`src/rtl/inv_diffusion_layer_pkg.sv`:
```
// -----------------------------------------------------------------------------
// inv_diffusion_layer_pkg
// Shared types and constants for the inverse ASCON linear diffusion layer.
//   type_state        : 5 x 64-bit ASCON state, packed, row 0 in [0].
//   DIFF_ROT_A/B      : per-row rotate-right amounts of the forward layer.
//   INV_DIFF_STEPS    : number of squaring factors making up the inverse.
//   inv_diff_state_e  : FSM states of the iterative inverter.
//   rotr64            : 64-bit rotate right helper.
// -----------------------------------------------------------------------------
package inv_diffusion_layer_pkg;

    localparam int N_ROWS         = 5;
    localparam int INV_DIFF_STEPS = 6;

    typedef logic [N_ROWS-1:0][63:0] type_state;

    localparam logic [5:0] DIFF_ROT_A [0:4] = '{6'd19, 6'd61, 6'd1,  6'd10, 6'd7};
    localparam logic [5:0] DIFF_ROT_B [0:4] = '{6'd28, 6'd39, 6'd6,  6'd17, 6'd41};

    typedef enum logic {
        IDLE = 1'b0,
        RUN  = 1'b1
    } inv_diff_state_e;

    function automatic logic [63:0] rotr64(input logic [63:0] x, input logic [5:0] n);
        logic [127:0] dbl;
        dbl = {x, x} >> n;
        return dbl[63:0];
    endfunction

endpackage

```
`src/rtl/inv_diffusion_layer_if.sv`:
```
// -----------------------------------------------------------------------------
// inv_diffusion_layer_if
// Handshake/data bundle of the inverse diffusion layer.
//   start_i : request, honoured only while not busy
//   inv_i   : diffused state to invert
//   busy_o  : high while iterating
//   done_o  : one-cycle pulse when inv_o is updated
//   inv_o   : recovered pre-diffusion state
// master = requester side, slave = the inverter itself.
// -----------------------------------------------------------------------------
interface inv_diffusion_layer_if;
    import inv_diffusion_layer_pkg::*;

    logic      start_i;
    type_state inv_i;
    logic      busy_o;
    logic      done_o;
    type_state inv_o;

    modport master (
        output start_i,
        output inv_i,
        input  busy_o,
        input  done_o,
        input  inv_o
    );

    modport slave (
        input  start_i,
        input  inv_i,
        output busy_o,
        output done_o,
        output inv_o
    );

endinterface

```
`src/rtl/inv_diffusion_layer_step.sv`:
```
// -----------------------------------------------------------------------------
// inv_diff_step
// Combinational factor F(x) = x ^ (x >>> a*2^k mod 64) ^ (x >>> b*2^k mod 64)
// of the inverse row map.
//   row_i   : 64-bit input row
//   rot_a_i : base rotation a of the row
//   rot_b_i : base rotation b of the row
//   step_i  : factor index k (0..5)
//   row_o   : F(row_i)
// -----------------------------------------------------------------------------
module inv_diff_step
    import inv_diffusion_layer_pkg::*;
(
    input  logic [63:0] row_i,
    input  logic [5:0]  rot_a_i,
    input  logic [5:0]  rot_b_i,
    input  logic [2:0]  step_i,
    output logic [63:0] row_o
);

    // Shifting inside a 6-bit result gives the "mod 64" for free. Some
    // factors degenerate (amount 0 cancels x itself), which is still exact.
    logic [5:0] amt_a;
    logic [5:0] amt_b;

    always_comb begin
        amt_a = rot_a_i << step_i;
        amt_b = rot_b_i << step_i;
        row_o = row_i ^ rotr64(row_i, amt_a) ^ rotr64(row_i, amt_b);
    end

endmodule

```
`src/rtl/inv_diffusion_layer.sv`:
```
// -----------------------------------------------------------------------------
// inv_diffusion_layer
// Iterative inverse of the ASCON linear diffusion layer. Each row map
// S(x) = x ^ (x>>>a) ^ (x>>>b) satisfies S^64 = identity over GF(2), so the
// inverse is S^63 = product of the six factors S^(2^k), k = 0..5.
//   clock_i : clock, rising edge
//   reset_i : asynchronous active-high reset
//   bus     : inv_diffusion_layer_if.slave (start/inv in, busy/done/inv out)
// Optional build macro INV_DIFF_FAST_EN: two factors per cycle (3-cycle run)
// instead of one (6-cycle run). Handshake is identical in both builds.
// -----------------------------------------------------------------------------
module inv_diffusion_layer
    import inv_diffusion_layer_pkg::*;
(
    input  logic                        clock_i,
    input  logic                        reset_i,
    inv_diffusion_layer_if.slave        bus
);

    localparam int N_STEPS = INV_DIFF_STEPS;

`ifdef INV_DIFF_FAST_EN
    localparam logic [2:0] STRIDE = 3'd2;
`else
    localparam logic [2:0] STRIDE = 3'd1;
`endif
    localparam logic [2:0] LAST_CNT = 3'(N_STEPS) - STRIDE;

    inv_diff_state_e state_q, state_d;
    logic [2:0]      cnt_q,   cnt_d;
    type_state       st_q,    st_d;
    type_state       inv_q,   inv_d;
    logic            done_q,  done_d;

    type_state       mid_row;
    type_state       nxt_row;

    // One factor per row per cycle; the fast build cascades factor k+1
    // directly behind factor k.
    genvar gi;
    generate
        for (gi = 0; gi < N_ROWS; gi++) begin : g_row
            inv_diff_step u_step0 (
                .row_i   (st_q[gi]),
                .rot_a_i (DIFF_ROT_A[gi]),
                .rot_b_i (DIFF_ROT_B[gi]),
                .step_i  (cnt_q),
                .row_o   (mid_row[gi])
            );
`ifdef INV_DIFF_FAST_EN
            inv_diff_step u_step1 (
                .row_i   (mid_row[gi]),
                .rot_a_i (DIFF_ROT_A[gi]),
                .rot_b_i (DIFF_ROT_B[gi]),
                .step_i  (cnt_q + 3'd1),
                .row_o   (nxt_row[gi])
            );
`else
            assign nxt_row[gi] = mid_row[gi];
`endif
        end
    endgenerate

    always_ff @(posedge clock_i or posedge reset_i) begin
        if (reset_i) begin
            state_q <= IDLE;
            cnt_q   <= '0;
            st_q    <= '0;
            inv_q   <= '0;
            done_q  <= 1'b0;
        end else begin
            state_q <= state_d;
            cnt_q   <= cnt_d;
            st_q    <= st_d;
            inv_q   <= inv_d;
            done_q  <= done_d;
        end
    end

    always_comb begin
        state_d = state_q;
        cnt_d   = cnt_q;
        st_d    = st_q;
        inv_d   = inv_q;
        done_d  = 1'b0;

        unique case (state_q)
            IDLE: begin
                if (bus.start_i) begin
                    st_d    = bus.inv_i;
                    cnt_d   = '0;
                    state_d = RUN;
                end
            end
            RUN: begin
                // start_i is deliberately not looked at here: no restart,
                // no queuing, including on the completing edge.
                st_d  = nxt_row;
                cnt_d = cnt_q + STRIDE;
                if (cnt_q == LAST_CNT) begin
                    inv_d   = nxt_row;
                    done_d  = 1'b1;
                    state_d = IDLE;
                end
            end
            default: state_d = IDLE;
        endcase
    end

    assign bus.busy_o = (state_q == RUN);
    assign bus.done_o = done_q;
    assign bus.inv_o  = inv_q;

endmodule

```
`src/flat_wrapper.sv`:
```
// flat-port wrapper written by rule: the top's interface ports become plain ports
module inv_diffusion_layer_flat import inv_diffusion_layer_pkg::*;
  (clock_i, reset_i, bus_start_i, bus_inv_i, bus_busy_o, bus_done_o, bus_inv_o);
  inv_diffusion_layer_if bus_i ();
  input  logic clock_i;
  input  logic reset_i;
  input wire logic [$bits(bus_i.start_i)-1:0] bus_start_i;
  input wire logic [$bits(bus_i.inv_i)-1:0] bus_inv_i;
  output wire logic [$bits(bus_i.busy_o)-1:0] bus_busy_o;
  output wire logic [$bits(bus_i.done_o)-1:0] bus_done_o;
  output wire logic [$bits(bus_i.inv_o)-1:0] bus_inv_o;
  assign bus_i.start_i = bus_start_i;
  assign bus_i.inv_i = bus_inv_i;
  assign bus_busy_o = bus_i.busy_o;
  assign bus_done_o = bus_i.done_o;
  assign bus_inv_o = bus_i.inv_o;
  inv_diffusion_layer u_core (.clock_i(clock_i), .reset_i(reset_i), .bus(bus_i));
endmodule
```
`config.mk`:
```
export PLATFORM = sky130hd
export DESIGN_NAME = inv_diffusion_layer_flat
export DESIGN_NICKNAME = d
export VERILOG_FILES = /design/src/rtl/inv_diffusion_layer_pkg.sv /design/src/rtl/inv_diffusion_layer_if.sv /design/src/rtl/inv_diffusion_layer_step.sv /design/src/rtl/inv_diffusion_layer.sv /design/src/flat_wrapper.sv
export SDC_FILE = /design/constraint.sdc
export NUM_CORES = 2
export LEC_CHECK = 0
export ABC_CLOCK_PERIOD_IN_PS = 31900
export CAP_MARGIN = 20
export CORE_ASPECT_RATIO = 0.5
export CORE_UTILIZATION = 35
export CTS_BUF_LIST = sky130_fd_sc_hd__clkbuf_4 sky130_fd_sc_hd__clkbuf_8
export CTS_CLUSTER_DIAMETER = 60
export CTS_CLUSTER_SIZE = 25
export DETAILED_ROUTE_END_ITERATION = 16
export PLACE_DENSITY_LB_ADDON = 0.08
export REMOVE_ABC_BUFFERS = 1
export SLEW_MARGIN = 20
export SYNTH_ARGS = -nofsm -noshare
export SYNTH_HDL_FRONTEND = slang
export SYNTH_SLANG_ARGS = --single-unit
export TNS_END_PERCENT = 20
```
`constraint.sdc`:
```
create_clock -name clock_i -period 31.9 [get_ports clock_i]
set_input_delay 3.19 -clock clock_i [delete_from_list [all_inputs] [get_ports clock_i]]
set_output_delay 3.19 -clock clock_i [all_outputs]
set_load 0.03 [all_outputs]
```
Word-level counts from Yosys, hierarchy flattened

Index checks and enable logic that the tools add are counted.

$add $sub $neg: 1
$mul: 0
Divide/modulo/power cells: 0
$lt $le $gt $ge: 0
Equality and inequality tests: 2
Shift operators: 20
Muxes and demuxes: 9
Bitwise operators: 11
Reduce and logical (&&, ||, !) cells: 1

Operators with widths:

| operator                                                          | count |
|---|---|
| 128-bit by 6-bit >> shifter with 64-bit output                    | 10 |
| 320-bit one-hot mux with 2 select lines                           | 1 |
| 64-bit bitwise XOR                                                | 10 |
| 320-bit two-way mux                                               | 1 |
| 5-bit by 3-bit left shift with 6-bit output, first input constant | 3 |
| 6-bit by 3-bit left shift with 6-bit output, first input constant | 3 |
| 3-bit by 3-bit left shift with 6-bit output, first input constant | 2 |
| 3-bit one-hot mux with 2 select lines                             | 1 |
| 1-bit by 3-bit left shift with 6-bit output, first input constant | 1 |
| 4-bit by 3-bit left shift with 6-bit output, first input constant | 1 |
| 1-bit two-way mux                                                 | 4 |
| 3-bit by 1-bit adder with 3-bit output, second input constant     | 1 |
| 3-bit equality test, second input constant                        | 1 |
| 3-bit two-way mux                                                 | 1 |
| 2-bit inequality test, second input constant                      | 1 |
| 1-bit one-hot mux with 2 select lines                             | 1 |
| 2-bit AND reduction                                               | 1 |
| 1-bit inverter                                                    | 1 |

Bits in registers: 645
Latch bits: 0
Bits in writable memories: 0
Bits in read-only memories: 0
Input port bits: 323
Output and inout port bits: 322
Logic and storage cells: 57
Memories kept: 0

Depth between registers and ports, before layout

Depth after elaboration: 5
Gate-level depth with buffers: 21
Gate-level depth less buffers: 11

Modules after synthesis

From an unflattened synthesis, not the netlist that was laid out.

Cell total of the unflattened synthesis: 9493
Area, all modules: 84817.6 um2

By module, submodules not included:

| module              | instances | cells each | area an instance (um2) | sequential area each (um2) |
|---|---|---|---|---|
| inv_diff_step       | 5         | 1482       | 11473.5                | 0.0 |
| inv_diffusion_layer | 1         | 2083       | 27450.1                | 16140.5 |

Least setup slack after synthesis

OpenSTA, ideal clock, no wires.

Kind: input-to-reg
From: in bus_start_i
To: reg u_core.st_q[209] in the netlist's numbering
Library setup time: 133 ps
Arrival time: 4772 ps
Required time: 31767 ps
Slack: 26995 ps
Stages: 6
Buffers on the path: 4
Path through: clkbuf_1 -> clkbuf_1 -> clkbuf_1 -> clkbuf_1 -> mux2i_1 -> o21ai_0

Word-level cells in the longest chain between the ends: 1

RTL lines:

| item                            | RTL line                  | source |
|---|---|---|
| start: declaration              | flat_wrapper.sv:7         | `input wire logic [$bits(bus_i.start_i)-1:0] bus_start_i;` |
| 2-bit inequality test (no line) | n/a                       |  |
| end signal: assignment          | inv_diffusion_layer.sv:74 | `st_q <= st_d;` |
| end: declaration                | inv_diffusion_layer.sv:31 | `type_state st_q, st_d;` |

No other way between the ends.
A chain may end at the register's enable or synchronous reset.

Worst setup path after layout

From: reg u_core.cnt_q[1]
To: reg u_core.st_q[222] in the netlist's numbering

Word-level cells in the longest chain between the ends: 5
Elaborated cells on any way between the ends: 7
Classes of those cells: 4 x shift; 1 x mux; 2 x bitwise

RTL lines:

| item                                           | RTL line                       | source |
|---|---|---|
| start: declaration                             | inv_diffusion_layer.sv:30      | `logic [2:0] cnt_q, cnt_d;` |
| start signal: assignment                       | inv_diffusion_layer.sv:73      | `cnt_q <= cnt_d;` |
| 4-bit by 3-bit left shift with 6-bit output    | inv_diffusion_layer_step.sv:27 | `amt_a = rot_a_i << step_i;` |
| 128-bit by 6-bit >> shifter with 64-bit output | inv_diffusion_layer_pkg.sv:27  | `dbl = {x, x} >> n;` |
| 64-bit bitwise XOR                             | inv_diffusion_layer_step.sv:29 | `row_o = row_i ^ rotr64(row_i, amt_a) ^ rotr64(row_i, amt_b);` |
| 64-bit bitwise XOR *                           | inv_diffusion_layer_step.sv:29 |  |
| 320-bit one-hot mux with 2 select lines *      | inv_diffusion_layer.sv:87      | `unique case (state_q)` |

Every way passes the cells marked *; elsewhere a longest branch is shown, timed or not.

==> impl_results.md <==
* Slowest stage delay, CP at 0.85 ns
* Mapped Area at 77,600 um2
* Hold Path Sink: u_core.bus.inv_o[191]$_DFFE_PP0P_
* Maximum net fanout on the critical path at around 120
* CP Launch Type: register
* Drt via density at between 6 and 7
* Max Clk Rate at about 150 MHz
* Placed cell count at 11,800
* WHS Path Cells at 2
* Io pins at between 600 and 700
* Largest net degree at the start of global routing at 202
* Final setup TNS at 0 ns
* Cell variety after synth at 98
* P&R area growth vs syn at 11.4%
* Flops & latches, synth at between 600 and 700
* CTS tree: done
* Final GP Congestion at 1.01
* Final net count at between 9,000 and 10,000
* Share of cells above drive strength 1 at 0.107
* Detailed Place HPWL at 268 mm
* Port bufs at between 600 and 700
* Root Driver: clkbuf_8
* Max Cap Viol at 0
* Yosys warnings at 0
* Hold Fails Final Rpt at 0
* Final WL at ~380 mm
* R2R Setup Slk at roughly 25 ns
* R2R Path Start: u_core.cnt_q[1]$_DFFE_PP0P_
* Hold path startpoint: u_core.bus.inv_o[191]$_DFFE_PP0P_
* Slew headroom at 0.113
* Critical path class: register to register
* Die Span X at 668 um
* Sinks on Clock Net at between 600 and 700
* Non-Filler Instances at roughly 12,000
* TritonCTS buffer count at between 60 and 70
* Critical path's top delay family: buffers and inverters
* Clk_lat worst skew at 0.89 ns
* Pins Over Slew Limit at 0
* Initial antenna violation count at 24
* Worst-Margin Slew at between 1 and 1.5 ns
* Htree depth at 3
* Synth Flop Type: dfrtp_1
* Post-CTS setup repair buffer count at 0
* Worst Setup SP: u_core.cnt_q[1]$_DFFE_PP0P_
* Tcrit/Tclk final at 0.213
* Worst path cell trace: inv_4, ha_4, nor2b_4, buf_4, buf_12, buf_12, buf_4, mux4_2, mux2i_1, a22oi_1, a21oi_1, a21oi_1, xor2_1, nand2_1, o21ai_0
* Register area share after synthesis at 0.208
* Via Count at 75,900
* CTS Hold Bufs at 0
* Die H at 335 um
* CP max stage cell: buf_4
* Starting density of the core at 0.355
* GRT Util Overall at 0.329
* DIE AREA at 224,000 um2
* Critical path data arrival time at 7.57 ns
* Worst hold path type: register to register
* Post-synth EDFFs at 0
* Cell count after synthesis at 9,071
* Crit. End Element: register
* First-pass detailed-route iteration total at 14
* Number of global-route vias before repair at slightly above 70,000
* Row count at 121
* PostCTS Resize Cnt at 0
* RSZ-0062 raised after global routing: no
* ANT nets after route at 0
* Syn avg cell area at roughly 8.6 um2
* Core Area at about 220,000 um2
* Starting DRT DRC Count at 10,300
* Outcome: finished with violations
* Filler cell count at ~22,000
* Critical Path RT at 32.67 ns
* Post-synth ARST share at 1.00
* DR WL/cell at ~32 um
* Buf/Inv on CP at 5
* GRT Residual Overflow at 0
* Reg clk slew, reported paths at around 0.13 ns
* FF-to-FF path depth at 15
* Clock Path Buffers at 3
* Final setup violation count at 0
* Global-route wire length before repair at ~540 mm
* Crit Reg-Reg Endpoint: u_core.st_q[222]$_DFFE_PP0P_
* # DRC at 8
* Final worst clock skew at ~0.13 ns
* Failing checks: design-rule violations
* Hold WS at roughly 0.48 ns
* Period minus WS final at 6.80 ns
[worst max path at each step]
stage                                             end  cells past startpoint
finish                   u_core.st_q[222]$_DFFE_PP0P_                     15
CTS                      u_core.st_q[223]$_DFFE_PP0P_                     15
floorplan                u_core.st_q[273]$_DFFE_PP0P_                      7
global placement    u_core.bus.inv_o[192]$_DFFE_PP0P_                      5
detailed placement  u_core.bus.inv_o[192]$_DFFE_PP0P_                      5
global route             u_core.st_q[223]$_DFFE_PP0P_                     15
[synth_stat cells (all sizes together) (16+ instances only)]
cell	number	share of area
mux2i	1407	0.18
nand2	1013	0.049
o21ai	767	0.050
clkbuf	673	0.033
dfrtp	645	0.21
a21oi	627	0.040
nor2	475	0.023
buf	466	0.034
xnor2	459	0.052
mux4	423	0.12
a211oi	279	0.027
xor2	279	0.031
a22oi	241	0.023
nor2b	220	0.018
o22ai	179	0.014
o211ai	150	0.015
mux2	66	0.0096
nor3b	46	0.0047
nor3	45	0.0030
nand3	44	0.0028
a31oi	41	0.0033
inv	33	0.0016
o221ai	33	0.0037
a221oi	31	0.0040
a2bb2oi	27	0.0030
and2	25	0.0020
nand2b	25	0.0021
o22a	24	0.0027
o2111ai	23	0.0026
a211o	19	0.0021
a22o	18	0.0020
o21a	17	0.0016
a221o	16	0.0021
[kinds of logic (layout without fill, tap and decap cells)]
kind of cell             after synthesis  count (layout)  share of synthesized area
AO/OA/AOI/OAI                       2639            2639                      0.213
multiplexers                        1896            1896                      0.314
XOR/XNOR                             738             738                     0.0833
AND/OR/NAND/NOR                     1965            1965                      0.112
other                                  0              10                          0
flip-flops                           645             645                      0.208
buffers and inverters               1180            1035                     0.0687
adder cells (fa/ha/maj)                8               8                    0.00129
[stage by stage]
step	utilization	setup slack, ns	instance area [um2]
floorplan	-	-12.02	72400
global placement	0.387	25.29	84700
detailed placement	0.387	25.28	84700
CTS	0.395	25.25	86400
global route	0.395	24.74	86500
finish	0.395	25.10	86500
[registers in the layout, summed over array words and instances, names as in the netlist]
signal and count:
u_core.bus.busy_o 1, u_core.cnt_q 3, u_core.st_q 320, u_core.bus.inv_o 320
u_core.bus.done_o 1
[layout by cell type (no fill, tap or decap), types with 18 or more instances in the layout]
cell	Yosys	routed
a31oi_1	41	41
o221ai_1	33	32
o22a_1	24	24
nor3_1	44	43
a21oi_1	627	626
a22oi_1	240	240
and2_1	21	19
mux2_2	66	66
nand3_1	44	43
o21ai_0	733	733
o211ai_1	150	150
nor3b_1	42	42
a221oi_1	25	24
mux4_2	423	423
nand2b_1	24	19
o22ai_1	179	179
a211o_1	19	19
mux2i_1	1404	1404
o2111ai_1	23	23
inv_1	33	29
a211oi_1	279	279
xnor2_1	459	459
a22o_1	18	18
buf_4	80	220
o21ai_1	33	32
nor2_1	467	459
clkdlybuf4s50_1	0	643
a2bb2oi_1	27	27
xor2_1	279	279
nor2b_1	219	212
clkbuf_8	0	68
dfrtp_1	645	641
nand2_1	1012	1004
[worst register-to-register path, cell delays in order, from the launching register on]
cell     delay, ns
dfrtp_4       0.69
inv_4         0.29
ha_4          0.34
nor2b_4       0.37
buf_4         0.57
buf_12        0.66
buf_12        0.81
buf_4         0.97
mux4_2        0.48
mux2i_1       0.55
a22oi_1       0.23
a21oi_1       0.19
a21oi_1       0.08
xor2_1        0.30
nand2_1       0.08
o21ai_0       0.12
[routing by layer]
metal / share of wire / track usage / up-vias
met4: 0.045 / 0.129 / 14
li1: - / - / 32900
met2: 0.44 / 0.508 / 4419
met3: 0.11 / 0.0923 / 838
met1: 0.40 / 0.434 / 37700
met5: 0.00034 / 0 / -
[layout make-up]
| type | count | area [um2] | share of cell area |
|---|---|---|---|
| Tap cell | 2952 | 3690 | 0.0427 |
| Sequential cell | 645 | 16200 | 0.187 |
| Multi-Input combinational cell | 7246 | 56400 | 0.653 |
| Clock inverter | 52 | 727 | 0.00841 |
| Antenna cell | 10 | 25.0 | 0.000289 |
| Timing Repair Buffer | 875 | 8320 | 0.0962 |
| Clock buffer | 69 | 943 | 0.0109 |
| Inverter | 39 | 159 | 0.00184 |
Power is left out: the tool's default activity adds up to more than one toggle a clock period on the data nets, which glitch-free logic cannot reach.
